`src/rtl/div_unit.sv`:
```
// Multi-cycle radix-2 restoring divider for the EX stage (DIV/DIVU to HI/LO).
// Produces one quotient bit per clock and also handles annul and a divide-by-zero early-out.
module div_unit #(
   parameter int WIDTH = 32
) (
   input  logic               clk,
   input  logic               rst,
   input  logic               signed_div_i,
   input  logic [WIDTH-1:0]   opdata1_i,
   input  logic [WIDTH-1:0]   opdata2_i,
   input  logic               start_i,
   input  logic               annul_i,
   output logic [2*WIDTH-1:0] result_o,
   output logic               ready_o,
   output logic               busy_o
);

   localparam int CNT_W = $clog2(WIDTH) + 1;

   typedef enum logic [1:0] {S_FREE, S_BYZERO, S_ON, S_END} state_t;

   state_t           r_state;
   logic [CNT_W-1:0] r_cnt;
   logic [WIDTH-1:0] r_rem;
   logic [WIDTH-1:0] r_quo;
   logic [WIDTH-1:0] r_dvsr;
   logic             r_neg_q;
   logic             r_neg_r;

   logic [WIDTH-1:0] w_abs1;
   logic [WIDTH-1:0] w_abs2;
   logic [WIDTH:0]   w_shift;
   logic [WIDTH:0]   w_diff;
   logic             w_fit;
   logic [WIDTH-1:0] w_rem_nxt;
   logic [WIDTH-1:0] w_quo_nxt;
   logic [WIDTH-1:0] w_q_final;
   logic [WIDTH-1:0] w_r_final;

   assign w_abs1 = (signed_div_i && opdata1_i[WIDTH-1]) ? -opdata1_i : opdata1_i;
   assign w_abs2 = (signed_div_i && opdata2_i[WIDTH-1]) ? -opdata2_i : opdata2_i;

   // Remainder and quotient act as one (2*WIDTH+1)-bit partial remainder shifted left each step.
   assign w_shift   = {r_rem, r_quo[WIDTH-1]};
   assign w_diff    = w_shift - {1'b0, r_dvsr};
   assign w_fit     = ~w_diff[WIDTH];
   assign w_rem_nxt = w_fit ? w_diff[WIDTH-1:0] : w_shift[WIDTH-1:0];
   assign w_quo_nxt = {r_quo[WIDTH-2:0], w_fit};
   assign w_q_final = r_neg_q ? -w_quo_nxt : w_quo_nxt;
   assign w_r_final = r_neg_r ? -w_rem_nxt : w_rem_nxt;

   assign busy_o = (r_state != S_FREE);

   always_ff @(posedge clk) begin
      if (!rst) begin
         r_state  <= S_FREE;
         r_cnt    <= '0;
         result_o <= '0;
         ready_o  <= 1'b0;
      end else begin
         case (r_state)
            S_FREE: begin
               ready_o  <= 1'b0;
               result_o <= '0;
               if (start_i && !annul_i) begin
                  r_dvsr  <= w_abs2;
                  r_quo   <= w_abs1;
                  r_rem   <= '0;
                  r_neg_q <= signed_div_i & (opdata1_i[WIDTH-1] ^ opdata2_i[WIDTH-1]);
                  r_neg_r <= signed_div_i & opdata1_i[WIDTH-1];
                  r_cnt   <= '0;
                  r_state <= (opdata2_i == '0) ? S_BYZERO : S_ON;
               end
            end
            S_BYZERO: begin
               result_o <= '0;
               if (annul_i) begin
                  ready_o <= 1'b0;
                  r_state <= S_FREE;
               end else begin
                  ready_o <= 1'b1;
                  r_state <= S_END;
               end
            end
            S_ON: begin
               if (annul_i) begin
                  ready_o  <= 1'b0;
                  result_o <= '0;
                  r_cnt    <= '0;
                  r_state  <= S_FREE;
               end else begin
                  r_rem <= w_rem_nxt;
                  r_quo <= w_quo_nxt;
                  r_cnt <= r_cnt + CNT_W'(1);
                  if (r_cnt == CNT_W'(WIDTH - 1)) begin
                     result_o <= {w_r_final, w_q_final};
                     ready_o  <= 1'b1;
                     r_state  <= S_END;
                  end
               end
            end
            S_END: begin
               // Hold the result until EX drops start, so a level-held request is not restarted.
               if (annul_i || !start_i) begin
                  ready_o  <= 1'b0;
                  result_o <= '0;
                  r_state  <= S_FREE;
               end
            end
            default: begin
               ready_o  <= 1'b0;
               result_o <= '0;
               r_state  <= S_FREE;
            end
         endcase
      end
   end

endmodule

```
`config.mk`:
```
export PLATFORM = sky130hd
export DESIGN_NAME = div_unit
export DESIGN_NICKNAME = d
export VERILOG_FILES = /design/src/rtl/div_unit.sv
export SDC_FILE = /design/constraint.sdc
export NUM_CORES = 1
export LEC_CHECK = 0
export ABC_AREA = 1
export CAP_MARGIN = 25
export CORE_MARGIN = 1
export CORE_UTILIZATION = 53
export CTS_CLUSTER_SIZE = 10
export DETAILED_ROUTE_END_ITERATION = 12
export MAX_ROUTING_LAYER = met4
export PLACE_DENSITY = 0.77
export SLEW_MARGIN = 20
export SYNTH_ARGS = -nofsm -noshare
export SYNTH_HDL_FRONTEND = slang
export SYNTH_SLANG_ARGS = --single-unit
```
`constraint.sdc`:
```
create_clock -name clk -period 6.5 [get_ports clk]
set_input_delay 0.65 -clock clk [delete_from_list [all_inputs] [get_ports clk]]
set_output_delay 0.65 -clock clk [all_outputs]
set_load 0.05 [all_outputs]
```
==> metrics.txt, run 1 <==
status=finished clean; Slowest-stage cell, CP=edfxtp_1; P_leak=6.974 nW; syn_area_per_cell=6.467 um^2; Worst EP required=6850 ps; Crit path max-delay family=simple AND/OR/NAND/NOR gates; Arr. time, crit path=4910 ps; library cells used by synthesis=49; clock root buffer=clkbuf_16; setup violators final=0; post-DP HPWL=30,830 um; unrepaired setup endpoints after global routing=false; sw power=2.002 mW; num ports=135; # resized after CTS=0; most frequent cells in the layout=nand2_1, inv_1, nor2_1; switching portion of total power=44.14%; Post-synth EDFFs=98; number of CTS-inserted buffers=17; Reg power frac=31.4%; Gate power share=45.2%; minimum clock period=4555 ps; die area=0.02523 mm^2; final hold vios=0; r2r endpoint=result_o[26]; GRT Total Usage=32.30%; later-pin clock latency in the skew report=440 ps; share of layout cells above drive strength 1=5.478%; post-synthesis cell area=0.01304 mm^2; Post-CTS Setup Inserts=0; register area=0.004404 mm^2; CTS tree=yes; main flop type after synthesis=edfxtp_1; FF-to-FF path depth=25; global-route wire length before repair=62,930 um; DRT antenna net count=0; reg2reg start=r_rem[22]; via count=13,220; most common cell after layout, fill and taps aside=nand2_1; Multi-input gate area=0.007272 mm^2; crit-path max FO=45; Port Buffer Count=134; Worst setup endpoint=result_o[26]; CORE AREA=0.02425 mm^2; WP buf/inv=4; pwr dens=298.6 mW/mm^2; Crit path depth=25; largest net degree at the start of global routing=69; CP dominant cell by count=nand2_1; CTS sink count=171; maxcap violations=0; syn nets=2,127; register bit total from synthesis=171; Setup CP Type=reg2reg; clock-pin slew on the worst setup and hold paths=70 ps; DR iter-0 viols=1,189; Pre-antenna DRT Iters=8; total wire length=39,450 um; Syn-to-layout area delta=16.55%; Fillers=2,325; CP Launch Type=register; warnings from Yosys=0; drt via density=5.372; cts-stage hold buffer count=0; Layout Nets=2,234; initial core utilization=53.77%; post-route setup TNS=0 ps; FF-to-FF setup slack=1950 ps; chip height=158.8 um; Synth Instances=2,016; vias in the first global route=12,280; peak supply drop=325.3 uV; CP Launch Point=r_rem[22]; post-DR wirelength/cell=16.03 um; Core Util, Final=62.66%; FP Rows=57; Final Max Slew Viols=0; clock skew=16.05 ps; Congestion Overflow GR=0; routability cong.=1.055; Rel. slew slack=32.69%; H-tree lvl count=4; P_int=2.535 mW; Max Freq=0.2196 GHz; period utilisation layout=70.07%; Worst Hold Class=reg2reg; DR DRC count=0; share of power burned in the clock network=23.4%; worst slew pin tran=996.6 ps; CTS max path bufs=2; CP peak stage delay=480 ps; CP Capture Type=register; Seq/Total Area, Yosys=33.78%; die width=158.8 um; initial antenna violation count=1; async set-reset flop share out of synthesis=0%
==> how the worst min path moves through the flow <==
stage	startpoint	endpoint	slack (ps)	cells past startpoint
finish	result_o[45]	result_o[45]	460	2
global route	result_o[15]	result_o[15]	480	2
CTS	result_o[58]	result_o[58]	470	2
detailed placement	result_o[58]	result_o[58]	460	2
global placement	result_o[60]	result_o[60]	450	2
floorplan	r_cnt[0]	r_cnt[0]	470	2
==> per-stage QoR <==
stage | power, mW | cells | hold slack [ps] | instance area [um^2] | worst slack, ps
after detailed placement | 3.470 | 2428 | 455.2 | 14600 | 2001
after CTS | 4.524 | 2460 | 466.1 | 15190 | 1980
final | 4.537 | 2461 | 463.8 | 15190 | 1945
after global placement | 3.435 | 2428 | 452.1 | 14600 | 2066
after floorplan | 2.897 | 2016 | 471.7 | 13040 | 2150
after global routing | 4.815 | 2461 | 477.7 | 15190 | 1382
==> final cells by class <==
type                       instances  area share, %
tap                              324          2.668
clock inverter                     9         0.6505
sequential                       171          28.99
inverter                         295          7.288
clock buffer                      23          3.261
antenna                            1        0.01647
timing repair buffer             143          9.272
multi-input combinational       1495          47.86
==> metal layers <==
layer | up-vias | GRT usage (%) | wire (um)
li1 | 6653 | - | -
met1 | 6039 | 38.29 | 16340
met2 | 448 | 55.20 | 19420
met3 | 80 | 4.650 | 2308
met4 | 0 | 12.40 | 1381
met5 | - | - | 0
==> cells by family (layout without fill, tap and decap cells) <==
family                     count (synthesis)  in the layout  synth area share, %
adders and majority gates                 42             42                4.088
buffers and inverters                    350            470                10.64
DFF                                      171            171                33.78
other                                      0              1                    0
and+or+nand+nor                         1145           1145                37.36
xor gates and xnor gates                  55             55                3.695
AOI/OAI and AO/OA                        253            253                10.43
==> synth_stat cells, types with 2 or more instances <==
library cell  instances  share of area, %
a211oi_1              2              0.12
a21o_1                3              0.17
a21oi_1             140               5.4
a21oi_2               3              0.20
a31oi_1               2             0.096
and2_1                3              0.14
buf_1                 7              0.20
buf_2                 7              0.27
buf_4                 5              0.29
buf_6                 4              0.35
clkbuf_1             31              0.89
clkinv_1              2             0.058
dfxtp_1              73                11
edfxtp_1             98                23
ha_1                 41               3.9
inv_1               287               8.3
inv_2                 6              0.17
nand2_1             660                19
nand2_2              33               1.6
nand2_4               5              0.43
nand3_1             150               5.8
nand3_2               4              0.31
nand3b_1              8              0.46
nand4_1              22               1.1
nor2_1              200               5.8
nor2_2               12              0.58
nor3_1               28               1.1
nor3b_1               2              0.12
nor4_1                5              0.24
o211ai_1              7              0.40
o21ai_0              80               3.1
o21ai_1               3              0.12
o221ai_1              2              0.13
o31ai_1               5              0.29
o41ai_1               2              0.13
or2_2                 8              0.38
xnor2_1              18               1.2
xor2_1               37               2.5
==> registers in the layout (all words and copies together), names as in the netlist <==
| signal | count |
|---|---|
| ready_o | 1 |
| r_state | 2 |
| result_o | 64 |
| r_cnt | 6 |
| r_neg_q | 1 |
| r_neg_r | 1 |
| r_dvsr | 32 |
| r_quo | 32 |
| r_rem | 32 |
==> worst min-delay path, stage by stage, from the launching register on <==
cell and delay, ps:
dfxtp_1 310, nand2_1 60, a21oi_1 50
==> power groups by stage <==
stage	Sequential [mW]	Clock, mW	Combinational [mW]
after floorplan	1.54	0	1.35
after global placement	1.44	0	1.99
after detailed placement	1.45	0	2.02
after CTS	1.43	1.06	2.04
after global routing	1.44	1.11	2.27
final	1.43	1.06	2.05
Note: power is estimated with default switching activity, not from simulation.
==> run 2: changes to the inputs <==
--- a/config.mk
+++ b/config.mk
@@ -8,11 +8,11 @@
 export ABC_AREA = 1
 export CAP_MARGIN = 25
 export CORE_MARGIN = 1
-export CORE_UTILIZATION = 53
+export CORE_UTILIZATION = 56
 export CTS_CLUSTER_SIZE = 10
 export DETAILED_ROUTE_END_ITERATION = 12
 export MAX_ROUTING_LAYER = met4
-export PLACE_DENSITY = 0.77
+export PLACE_DENSITY = 0.78
 export SLEW_MARGIN = 20
 export SYNTH_ARGS = -nofsm -noshare
 export SYNTH_HDL_FRONTEND = slang
==> constraint.sdc (replaced) <==
create_clock -name clk -period 4.8 [get_ports clk]
set_input_delay 0.48 -clock clk [delete_from_list [all_inputs] [get_ports clk]]
set_output_delay 0.48 -clock clk [all_outputs]
set_load 0.05 [all_outputs]
==> run 2 against run 1 <==
Against the previous run: first-iteration DRC count decreased by 5.9%; sequential share of layout area about the same; clock skew decreased by 3.2 ps; fmax is 7.0% higher; core utilization increased by 4.2 points; register-to-register slack worse by 1400 ps; clock-buffer cell count fell by 6; non-clock buffer count increased by 5; critical endpoint unchanged.
==> metrics.txt, run 2 (same netlist as run 1, synthesis figures left out) <==
Inst Count DP=2,394 (-1.4%); Worst EP required=5170 ps (-1680 ps); Final Non-Filler Cells=2,427 (-1.4%); Rel. slew slack=37.11% (+4.4 points); Final Max Slew Viols=0 (unchanged); CTS tree=yes; peak supply drop=599.7 uV (+84%); share of layout cells above drive strength 1=5.792% (+0.31 points); post-route setup TNS=0 ps (unchanged); met2 wire len=20,500 um (+5.6%); Metal-1 WL=16,230 um (-0.67%); total wire length=41,460 um (+5.1%); clock skew=12.86 ps (-3.184 ps); clock root buffer=clkbuf_16; pwr dens=407.8 mW/mm^2 (+37%); Fillers=2,083 (-10%); met3 wire length=2783 um (+21%); Layout Nets=2,239 (+0.22%); minimum clock period=4258 ps (-297.0 ps); CP peak stage delay=400 ps (-80 ps); die width=154.6 um (-2.7%); H-tree lvl count=4 (unchanged); vias in the first global route=12,780 (+4.1%); top layer in use=met4; Pre-antenna DRT Iters=7 (-1); setup violators final=0 (unchanged); status=finished clean; number of CTS-inserted buffers=17 (unchanged); most frequent cells in the layout=nand2_1, inv_1, nor2_1; Post-CTS Setup Inserts=0 (unchanged); maxcap violations=0 (unchanged); num ports=135 (unchanged); Syn-to-layout area delta=16.49% (about the same); crit-path max FO=14 (-69%); initial antenna violation count=1 (unchanged); Core Util, Final=66.88% (+4.2 points); P_leak=6.989 nW (+0.22%); later-pin clock latency in the skew report=450 ps (about the same); DR iter-0 viols=1,119 (-5.9%); CORE AREA=0.02271 mm^2 (-6.3%); clock-pin slew on the worst setup and hold paths=80 ps (about the same); Slowest-stage cell, CP=fa_1; Max Freq=0.2349 GHz (+7.0%); via count=13,460 (+1.8%); global-route wire length before repair=65,900 um (+4.7%); Congestion Overflow GR=0 (unchanged); CTS max path bufs=2 (unchanged); DRT antenna net count=0 (unchanged); CP Launch Type=register; post-DR wirelength/cell=17.08 um (+6.6%); GRT Total Usage=36.60% (+4.3 points); Setup CP Type=reg2reg; largest net degree at the start of global routing=68 (-1.4%); period utilisation layout=88.70% (+19 points); post-DP HPWL=32,180 um (+4.4%); Port Buffer Count=134 (unchanged); Arr. time, crit path=4620 ps (-290 ps); DR DRC count=0 (unchanged); Reg with most FFs=result_o; CP Capture Type=register; worst slew pin tran=943.3 ps (-53.30 ps); die area=0.02390 mm^2 (-5.3%); FP Rows=55 (-3.5%); max reg flops=64 (unchanged); most common cell after layout, fill and taps aside=nand2_1; initial core utilization=57.41% (+3.6 points); final hold vios=0 (unchanged); unrepaired setup endpoints after global routing=false; CP dominant cell by count=nand2_1; drt via density=5.547 (+3.3%); CTS sink count=171 (unchanged); Worst Hold Class=reg2reg; chip height=154.6 um (-2.7%); routability cong.=1.002 (-5.1%)
run 2: changes by cell type in the layout (fill, tap and decap cells not counted), sizes merged:
cell | before | now
clkinv | 5 | 10
buf | 9 | 14
clkinvlp | 0 | 1
clkbuf | 23 | 17
run 2: cell type report:
cell class | count | area, um^2 | area share [%]
multi-input combinational | 1495 | 7284 | 47.96
clock buffer | 17 | 425.4 | 2.801
sequential | 171 | 4404 | 29.00
clock inverter | 15 | 160.2 | 1.055
antenna | 1 | 2.502 | 0.01648
timing repair buffer | 148 | 1446 | 9.524
inverter | 295 | 1107 | 7.291
tap | 285 | 356.6 | 2.348
run 2: final timing paths:
path                startpoint           end  slack (ps)  cells past startpoint
setup / recovery     r_dvsr[0]  result_o[26]         540                     28
hold / removal    result_o[27]  result_o[27]         460                      2
setup reg to reg     r_dvsr[0]  result_o[26]         540                     28
hold reg to reg   result_o[27]  result_o[27]         460                      2
run 2: routing by layer:
| layer | vias up | global-route usage, % |
|---|---|---|
| met4 | 0 | 17.40 |
| met5 | - | - |
| met3 | 94 | 4.231 |
| met2 | 565 | 63.78 |
| li1 | 6670 | - |
| met1 | 6133 | 41.98 |
run 2: per-stage QoR:
step / setup WS, ps / power (mW) / hold slack (ps) / cell area, um^2
after floorplan: 449.5 / 3.923 / 471.7 / 13040
after global placement: 645.5 / 4.700 / 452.4 / 14590
after detailed placement: 512.2 / 4.756 / 454.8 / 14590
after CTS: 466.1 / 6.176 / 466.1 / 15180
after global routing: 68.30 / 6.556 / 480.0 / 15190
final: 542.5 / 6.193 / 464.7 / 15190
run 2: where the power goes:
| part | internal, mW | switching (mW) |
|---|---|---|
| sequential | 1.81 | 0.125 |
| combinational | 0.836 | 2.00 |
| clock | 0.737 | 0.687 |
| total | 3.38 | 2.81 |
run 2: critical path, delay by kind of cell, from the launching register on:
family                   cells  cell delay [ps]
adder cells (fa/ha/maj)      3              820
AO/OA/AOI/OAI                5              640
buffers and inverters        3              260
flip-flops                   1              380
AND/OR/NAND/NOR             17             2070
run 2: what timing repair did:
| item | CTS | global route |
|---|---|---|
| endpoints found under the setup margin | 0 | 2 |
| gates resized for setup | 0 | 1 |
| hold buffers | 0 | 0 |
